**config.mk**
```make
export PLATFORM = sky130hd
export DESIGN_NAME = gshare_2bc_predictor_flat
export DESIGN_NICKNAME = d
export VERILOG_FILES = /design/src/rtl/gshare_pkg.sv /design/src/rtl/gshare_2bc_predictor_if.sv /design/src/rtl/bp_sat_ctr.sv /design/src/rtl/gshare_2bc_predictor.sv /design/src/flat_wrapper.sv
export SDC_FILE = /design/constraint.sdc
export NUM_CORES = 1
export LEC_CHECK = 0
export CAP_MARGIN = 20
export CORE_AREA = 8 8 272 274
export DETAILED_ROUTE_END_ITERATION = 10
export DIE_AREA = 0 0 280 282
export DONT_BUFFER_PORTS = 1
export GPL_TIMING_DRIVEN = 0
export MAX_ROUTING_LAYER = met4
export PLACE_DENSITY_LB_ADDON = 0.1
export SLEW_MARGIN = 10
export SYNTH_ARGS = -nofsm -noshare
export SYNTH_HDL_FRONTEND = slang
export SYNTH_SLANG_ARGS = --single-unit
```
**constraint.sdc**
```tcl
create_clock -name clock -period 16.68 [get_ports clock]
set_clock_uncertainty 0.05 [all_clocks]
set_input_delay 3.336 -clock clock [delete_from_list [all_inputs] [get_ports clock]]
set_output_delay 3.336 -clock clock [all_outputs]
set_load 0.02 [all_outputs]
```
**src/rtl/gshare_pkg.sv**
```systemverilog
// Shared types and helpers for the gshare branch direction predictor.
// Holds the default table geometry, the counter type, FSM states and the index hash.
package gshare_pkg;

    localparam int GH_BITS_DEF  = 8;
    localparam int CTR_BITS_DEF = 2;

    typedef logic [CTR_BITS_DEF-1:0] ctr_t;

    typedef enum logic {
        INIT = 1'b0,
        RUN  = 1'b1
    } gs_state_e;

    // Callers keep only the low GH_BITS of the result as the table index.
    function automatic logic [31:0] gs_hash(input logic [31:0] h,
                                            input logic [31:0] pc,
                                            input int          pc_lsb);
        return h ^ (pc >> pc_lsb);
    endfunction

endpackage

```
**src/rtl/gshare_2bc_predictor_if.sv**
```systemverilog
// Fetch-side lookup and resolution-side update bundle for the gshare predictor.
// The master modport belongs to fetch/branch queue; the slave modport belongs to the predictor.
interface gshare_2bc_predictor_if
    import gshare_pkg::*;
#(
    parameter int GH_BITS = GH_BITS_DEF
);

    logic               pred_req;
    logic [31:0]        pred_pc;
    logic               pred_valid;
    logic               pred_taken;
    logic [GH_BITS-1:0] pred_gh;
    logic               upd_valid;
    logic [31:0]        upd_pc;
    logic [GH_BITS-1:0] upd_gh;
    logic               upd_taken;
    logic               upd_mispredict;
    logic               busy;

    modport master (
        output pred_req, pred_pc, upd_valid, upd_pc, upd_gh, upd_taken, upd_mispredict,
        input  pred_valid, pred_taken, pred_gh, busy
    );

    modport slave (
        input  pred_req, pred_pc, upd_valid, upd_pc, upd_gh, upd_taken, upd_mispredict,
        output pred_valid, pred_taken, pred_gh, busy
    );

endinterface

```
**src/rtl/bp_sat_ctr.sv**
```systemverilog
// Combinational saturating up/down counter step for branch predictor tables.
// Counts up on taken, down on not-taken, holding at all-ones and zero.
module bp_sat_ctr #(
    parameter int CTR_BITS = 2
) (
    input  logic [CTR_BITS-1:0] ctr_i,
    input  logic                taken_i,
    output logic [CTR_BITS-1:0] ctr_o
);

    // NOTE: the output is assigned first so every path drives it and no latch is inferred.
    always_comb begin
        ctr_o = ctr_i;
        if (taken_i) begin
            if (ctr_i != '1) ctr_o = ctr_i + CTR_BITS'(1);
        end else begin
            if (ctr_i != '0) ctr_o = ctr_i - CTR_BITS'(1);
        end
    end

endmodule

```
**src/rtl/gshare_2bc_predictor.sv**
```systemverilog
// Gshare direction predictor: counter table indexed by (speculative history ^ PC bits).
// Define GSHARE_PRED_REG_EN to register pred_valid/pred_taken/pred_gh (one-cycle latency).
module gshare_2bc_predictor
    import gshare_pkg::*;
#(
    parameter int GH_BITS  = GH_BITS_DEF,
    parameter int PC_LSB   = 2,
    parameter int CTR_BITS = CTR_BITS_DEF,
    parameter int INIT_CTR = 1
) (
    input  logic                   clock,
    input  logic                   reset,
    gshare_2bc_predictor_if.slave  bp
);

    localparam int ENTRIES = 2**GH_BITS;

    typedef logic [GH_BITS-1:0]  idx_t;
    typedef logic [CTR_BITS-1:0] cnt_t;

    gs_state_e state_q, state_d;
    idx_t      init_idx_q, init_idx_d;
    idx_t      ghr_q, ghr_d;
    cnt_t      table_q [ENTRIES];

    logic is_run;
    logic repair;
    logic pred_fire;
    logic pred_taken_c;
    idx_t pred_idx;
    idx_t upd_idx;
    cnt_t upd_ctr_cur;
    cnt_t upd_ctr_nxt;
    logic wr_en;
    idx_t wr_idx;
    cnt_t wr_data;

    assign is_run    = (state_q == RUN);
    assign repair    = is_run & bp.upd_valid & bp.upd_mispredict;
    // A repair redirects fetch, so a same-cycle lookup is dropped.
    assign pred_fire = is_run & ~reset & bp.pred_req & ~repair;

    assign pred_idx = idx_t'(gs_hash(32'(ghr_q), bp.pred_pc, PC_LSB));
    assign upd_idx  = idx_t'(gs_hash(32'(bp.upd_gh), bp.upd_pc, PC_LSB));

    // Reads see the pre-write contents; a same-cycle train is visible next cycle.
    assign pred_taken_c = table_q[pred_idx][CTR_BITS-1];
    assign upd_ctr_cur  = table_q[upd_idx];

    bp_sat_ctr #(
        .CTR_BITS (CTR_BITS)
    ) u_upd_ctr (
        .ctr_i   (upd_ctr_cur),
        .taken_i (bp.upd_taken),
        .ctr_o   (upd_ctr_nxt)
    );

    always_comb begin
        state_d    = state_q;
        init_idx_d = init_idx_q;
        ghr_d      = ghr_q;
        wr_en      = 1'b0;
        wr_idx     = init_idx_q;
        wr_data    = cnt_t'(INIT_CTR);
        case (state_q)
            INIT: begin
                wr_en      = 1'b1;
                init_idx_d = init_idx_q + idx_t'(1);
                if (init_idx_q == idx_t'(ENTRIES - 1)) state_d = RUN;
            end
            RUN: begin
                if (bp.upd_valid) begin
                    wr_en   = 1'b1;
                    wr_idx  = upd_idx;
                    wr_data = upd_ctr_nxt;
                end
                if (repair) begin
                    ghr_d = {bp.upd_gh[GH_BITS-2:0], bp.upd_taken};
                end else if (pred_fire) begin
                    ghr_d = {ghr_q[GH_BITS-2:0], pred_taken_c};
                end
            end
            default: state_d = INIT;
        endcase
    end

    // NOTE: state registers use non-blocking assignments so every flop samples pre-edge values.
    always_ff @(posedge clock) begin
        if (reset) begin
            state_q    <= INIT;
            init_idx_q <= '0;
            ghr_q      <= '0;
        end else begin
            state_q    <= state_d;
            init_idx_q <= init_idx_d;
            ghr_q      <= ghr_d;
        end
    end

    // NOTE: the table has no reset; the INIT sweep writes every entry through the single write port.
    always_ff @(posedge clock) begin
        if (wr_en) table_q[wr_idx] <= wr_data;
    end

`ifdef GSHARE_PRED_REG_EN
    logic pred_valid_q, pred_valid_d;
    logic pred_taken_q, pred_taken_d;
    idx_t pred_gh_q,    pred_gh_d;

    always_comb begin
        pred_valid_d = pred_fire;
        pred_taken_d = pred_fire & pred_taken_c;
        pred_gh_d    = pred_fire ? ghr_q : '0;
    end

    always_ff @(posedge clock) begin
        if (reset) begin
            pred_valid_q <= 1'b0;
            pred_taken_q <= 1'b0;
            pred_gh_q    <= '0;
        end else begin
            pred_valid_q <= pred_valid_d;
            pred_taken_q <= pred_taken_d;
            pred_gh_q    <= pred_gh_d;
        end
    end

    assign bp.pred_valid = pred_valid_q;
    assign bp.pred_taken = pred_taken_q;
    assign bp.pred_gh    = pred_gh_q;
`else
    assign bp.pred_valid = pred_fire;
    assign bp.pred_taken = pred_fire & pred_taken_c;
    assign bp.pred_gh    = pred_fire ? ghr_q : '0;
`endif

    assign bp.busy = ~is_run;

endmodule

```
**src/flat_wrapper.sv**
```systemverilog
// flat-port wrapper written by rule: the top's interface ports become plain ports
module gshare_2bc_predictor_flat import gshare_pkg::*;
#(
    parameter int GH_BITS  = GH_BITS_DEF,
    parameter int PC_LSB   = 2,
    parameter int CTR_BITS = CTR_BITS_DEF,
    parameter int INIT_CTR = 1
)
  (clock, reset, bp_pred_req, bp_pred_pc, bp_upd_valid, bp_upd_pc, bp_upd_gh, bp_upd_taken, bp_upd_mispredict, bp_pred_valid, bp_pred_taken, bp_pred_gh, bp_busy);
  gshare_2bc_predictor_if #(.GH_BITS(GH_BITS)) bp_i ();
  input  logic clock;
  input  logic reset;
  input wire logic [$bits(bp_i.pred_req)-1:0] bp_pred_req;
  input wire logic [$bits(bp_i.pred_pc)-1:0] bp_pred_pc;
  input wire logic [$bits(bp_i.upd_valid)-1:0] bp_upd_valid;
  input wire logic [$bits(bp_i.upd_pc)-1:0] bp_upd_pc;
  input wire logic [$bits(bp_i.upd_gh)-1:0] bp_upd_gh;
  input wire logic [$bits(bp_i.upd_taken)-1:0] bp_upd_taken;
  input wire logic [$bits(bp_i.upd_mispredict)-1:0] bp_upd_mispredict;
  output wire logic [$bits(bp_i.pred_valid)-1:0] bp_pred_valid;
  output wire logic [$bits(bp_i.pred_taken)-1:0] bp_pred_taken;
  output wire logic [$bits(bp_i.pred_gh)-1:0] bp_pred_gh;
  output wire logic [$bits(bp_i.busy)-1:0] bp_busy;
  assign bp_i.pred_req = bp_pred_req;
  assign bp_i.pred_pc = bp_pred_pc;
  assign bp_i.upd_valid = bp_upd_valid;
  assign bp_i.upd_pc = bp_upd_pc;
  assign bp_i.upd_gh = bp_upd_gh;
  assign bp_i.upd_taken = bp_upd_taken;
  assign bp_i.upd_mispredict = bp_upd_mispredict;
  assign bp_pred_valid = bp_i.pred_valid;
  assign bp_pred_taken = bp_i.pred_taken;
  assign bp_pred_gh = bp_i.pred_gh;
  assign bp_busy = bp_i.busy;
  gshare_2bc_predictor #(.GH_BITS(GH_BITS), .PC_LSB(PC_LSB), .CTR_BITS(CTR_BITS), .INIT_CTR(INIT_CTR)) u_core (.clock(clock), .reset(reset), .bp(bp_i));
endmodule
```
==> results.md <==
* Status: completed
* Total of max-cap violations at 0
* Final worst path period need at just over 10 ns
* Row count at between 90 and 100
* Max VDD drop at ~74 uV
* Fraction of layout cells with a size suffix above 1 at 0.236
* Final setup viols at 0
* Power Density at around 110 nW/um2
* Gr ovfl total at 0
* Setup bufs post-CTS at 0
* Ys async rst share at 0
* FMAX at around 0.097 GHz
* H-tree level count at 2
* CP max stage cell: xor2_2
* N_diodes at 0
* Clock sink total at roughly 530
* Synth Cell Area at 24,200 um2
* Placeable Area at roughly 70,000 um2
* CTS tree: yes
* Number of synthesized flops with an enable pin at between 500 and 600
* Cell variety after synth at 56
* Mapped Avg Cell Area at roughly 16 um2
* Headroom to the max-slew limit at 0.190
* Initial core utilization at 0.348
* Layout Cells excl Fill at approximately 2,600
* CP Data Arrival Time at just under 7 ns
* Cts repair resizes at 0
* NumNets Final at 1,714
* DR vias/cell at slightly below 6
* Hpwl dp at 65,000 um
* Port bufs at 0
* DRT antenna net count at 0
* First-pass GRT wire length at ~120,000 um
* Synth Area in Compound Gates at 0.0374
* Register area at about 16,000 um2
* Clock transition at path regs at roughly 0.06 ns
* Detailed-route DRC error count at 0
* Final period util at 0.615
* Die ar. at 79,000 um2
* Synth warnings at 0
* Multi-input logic area at 7940 um2
* Iteration count of the initial detailed-routing pass at 6
* Ys flop type: edfxtp_1
* Final hold viol count at 0
* Synth Area in Adders at 0.000517
* Yosys reg bits at around 530
* Initial antenna violation count at 1
* Overall fraction of global-route tracks in use at 0.235
* Vias at 15,400
* Die Y at roughly 280 um
* Seq/Total Area, Yosys at 0.650
* Post-synthesis xor/xnor area fraction at 0.0123
* Crit path capture type: output pin
* Fill count at roughly 6,400
* Synthesized net count at between 1,500 and 2,000
* Main combinational cell family by area after synthesis: multiplexers
* Routability cong. at about 0.9
* Bufs on Longest Clock Path at 3
* Sequence of cells on the critical path: xor2_2, buf_2, mux4_2, mux4_2, nand3_1, nand3_1, mux2_2, a32o_1, nor2b_1
* WS Path Type: input pin to output pin
* Root buf cell: clkbuf_16
* Clk_lat worst skew at 0.63 ns
* Initial detailed-routing violation count at ~1,700
* Vias in the first global route at between 15,000 and 20,000
* RSZ-0062 raised after global routing: no
* WL/cell at about 35 um
* Final Max Tran Viols at 0
* Worst-Margin Slew at 1.21 ns
* Post-place instance area at around 26,000 um2
* Crit path largest cell delay at 0.66 ns
* Io pins at between 80 and 90
* Synth Area in Simple Gates at 0.0804
* Crit Path Max Fanout at 10
* Largest net degree at the start of global routing at 25
* Final WL at 91,100 um
* Crit path required time at about 13 ns
* Mapped Cells at between 1,500 and 2,000
* Finished Cell Area at between 20,000 and 30,000 um2
* Chip Width at approximately 280 um
* Inst Count DP at between 2,000 and 3,000
* TritonCTS Buffers at 58
* Hold/Removal Path Class: flop to flop
* Synthesis-to-finish area growth at 16.2%
* Leakage at roughly 9.4 nW
* Mux cell area share after synthesis at 0.196
* Crit start category: input pin
* # hold bufs at CTS at 0
[routing by layer]
metal / global-route usage / vias up / wire length (um)
met1: 0.302 / 8239 / 36900
met5: - / - / 0
met3: 0.0490 / 178 / 7770
li1: - / 6206 / -
met2: 0.373 / 807 / 43000
met4: 0.0783 / 0 / 3470
[layout by cell type, fill, tap and decap left out, drive strengths merged, types with 3 or more instances in the layout]
| cell | synthesis | layout |
|---|---|---|
| a211oi | 11 | 11 |
| a21oi | 28 | 28 |
| a221oi | 3 | 3 |
| a22o | 4 | 4 |
| a22oi | 28 | 28 |
| a311oi | 4 | 4 |
| a31oi | 12 | 12 |
| a32oi | 9 | 9 |
| and2 | 10 | 10 |
| and3 | 6 | 6 |
| buf | 43 | 111 |
| bufinv | 0 | 8 |
| clkbuf | 51 | 122 |
| clkinv | 0 | 29 |
| dfxtp | 17 | 17 |
| edfxtp | 512 | 512 |
| inv | 3 | 5 |
| mux2 | 3 | 3 |
| mux2i | 38 | 38 |
| mux4 | 192 | 192 |
| nand2 | 126 | 126 |
| nand2b | 3 | 3 |
| nand3 | 18 | 18 |
| nand3b | 3 | 3 |
| nand4 | 3 | 3 |
| nor2 | 306 | 306 |
| nor4 | 3 | 3 |
| o21a | 4 | 4 |
| o21ai | 9 | 9 |
| o31ai | 4 | 4 |
| xnor2 | 12 | 12 |
| xor2 | 19 | 19 |
[sequential cells by signal (all words and copies together) (netlist names)]
name               count
u_core.init_idx_q      8
u_core.table_q       512
u_core.ghr_q           8
u_core.is_run          1
[stage by stage]
stage	total power, mW	hold WS [ns]	TNS, ns	worst slack (ns)	util
6_report	3.07	0.478	0	6.41	0.404
5_1_grt	3.14	0.494	0	6.29	0.404
4_1_cts	3.08	0.469	0	6.26	0.403
3_5_place_dp	1.78	0.453	0	6.27	0.376
3_3_place_gp	1.77	0.449	-2721.54	-6.66	0.365
2_1_floorplan	1.64	0.423	0	3.24	-
[worst max-delay path: cells and delay by family]
kind	cells	cell delay (ns)
multiplexers	3	1.51
XOR/XNOR	1	0.66
buffers and inverters	1	0.64
AND/OR/NAND/NOR	3	0.42
AO/OA/AOI/OAI	1	0.29
[cells by family (layout without fill, tap and decap cells)]
logic type / count (synthesis) / after routing
adders and majority gates: 1 / 1
muxes: 233 / 233
and+or+nand+nor: 485 / 485
AOI/OAI and AO/OA: 129 / 129
xor gates and xnor gates: 31 / 31
buffers and inverters: 97 / 275
DFF: 529 / 529
[cell type report]
type / instances / share of cell area
Buffer: 94 / 0.0202
Timing Repair Buffer: 70 / 0.0283
Clock inverter: 39 / 0.0144
Tap cell: 940 / 0.0418
Sequential cell: 529 / 0.559
Multi-Input combinational cell: 879 / 0.283
Inverter: 3 / 0.000401
Clock buffer: 69 / 0.0531
[path summary, 6_finish.rpt]
path	slack [ns]	cells after the start	endpoint	start
max	6.41	9	bp_pred_taken	bp_pred_pc[2]
min	0.48	2	u_core.is_run$_SDFF_PP0_	u_core.init_idx_q[7]$_SDFFE_PP0N_
max reg2reg	12.36	9	u_core.ghr_q[0]$_SDFFE_PP0P_	u_core.ghr_q[0]$_SDFFE_PP0P_
min reg2reg	0.48	2	u_core.is_run$_SDFF_PP0_	u_core.init_idx_q[7]$_SDFFE_PP0N_
[power by group]
part	switching, mW	total, mW	internal [mW]
clock	0.547	1.31	0.760
sequential	0.00132	1.44	1.44
combinational	0.210	0.321	0.111
[Yosys cell counts (all sizes together) (17+ instances only)]
| master | number | area [um2] |
|---|---|---|
| edfxtp | 512 | 15400 |
| nor2 | 306 | 1150 |
| mux4 | 192 | 4320 |
| nand2 | 126 | 473 |
| clkbuf | 51 | 191 |
| buf | 43 | 374 |
| mux2i | 38 | 380 |
| a21oi | 28 | 140 |
| a22oi | 28 | 215 |
| xor2 | 19 | 193 |
| nand3 | 18 | 90.1 |
| dfxtp | 17 | 340 |
Power figures use the tool's default switching activity.
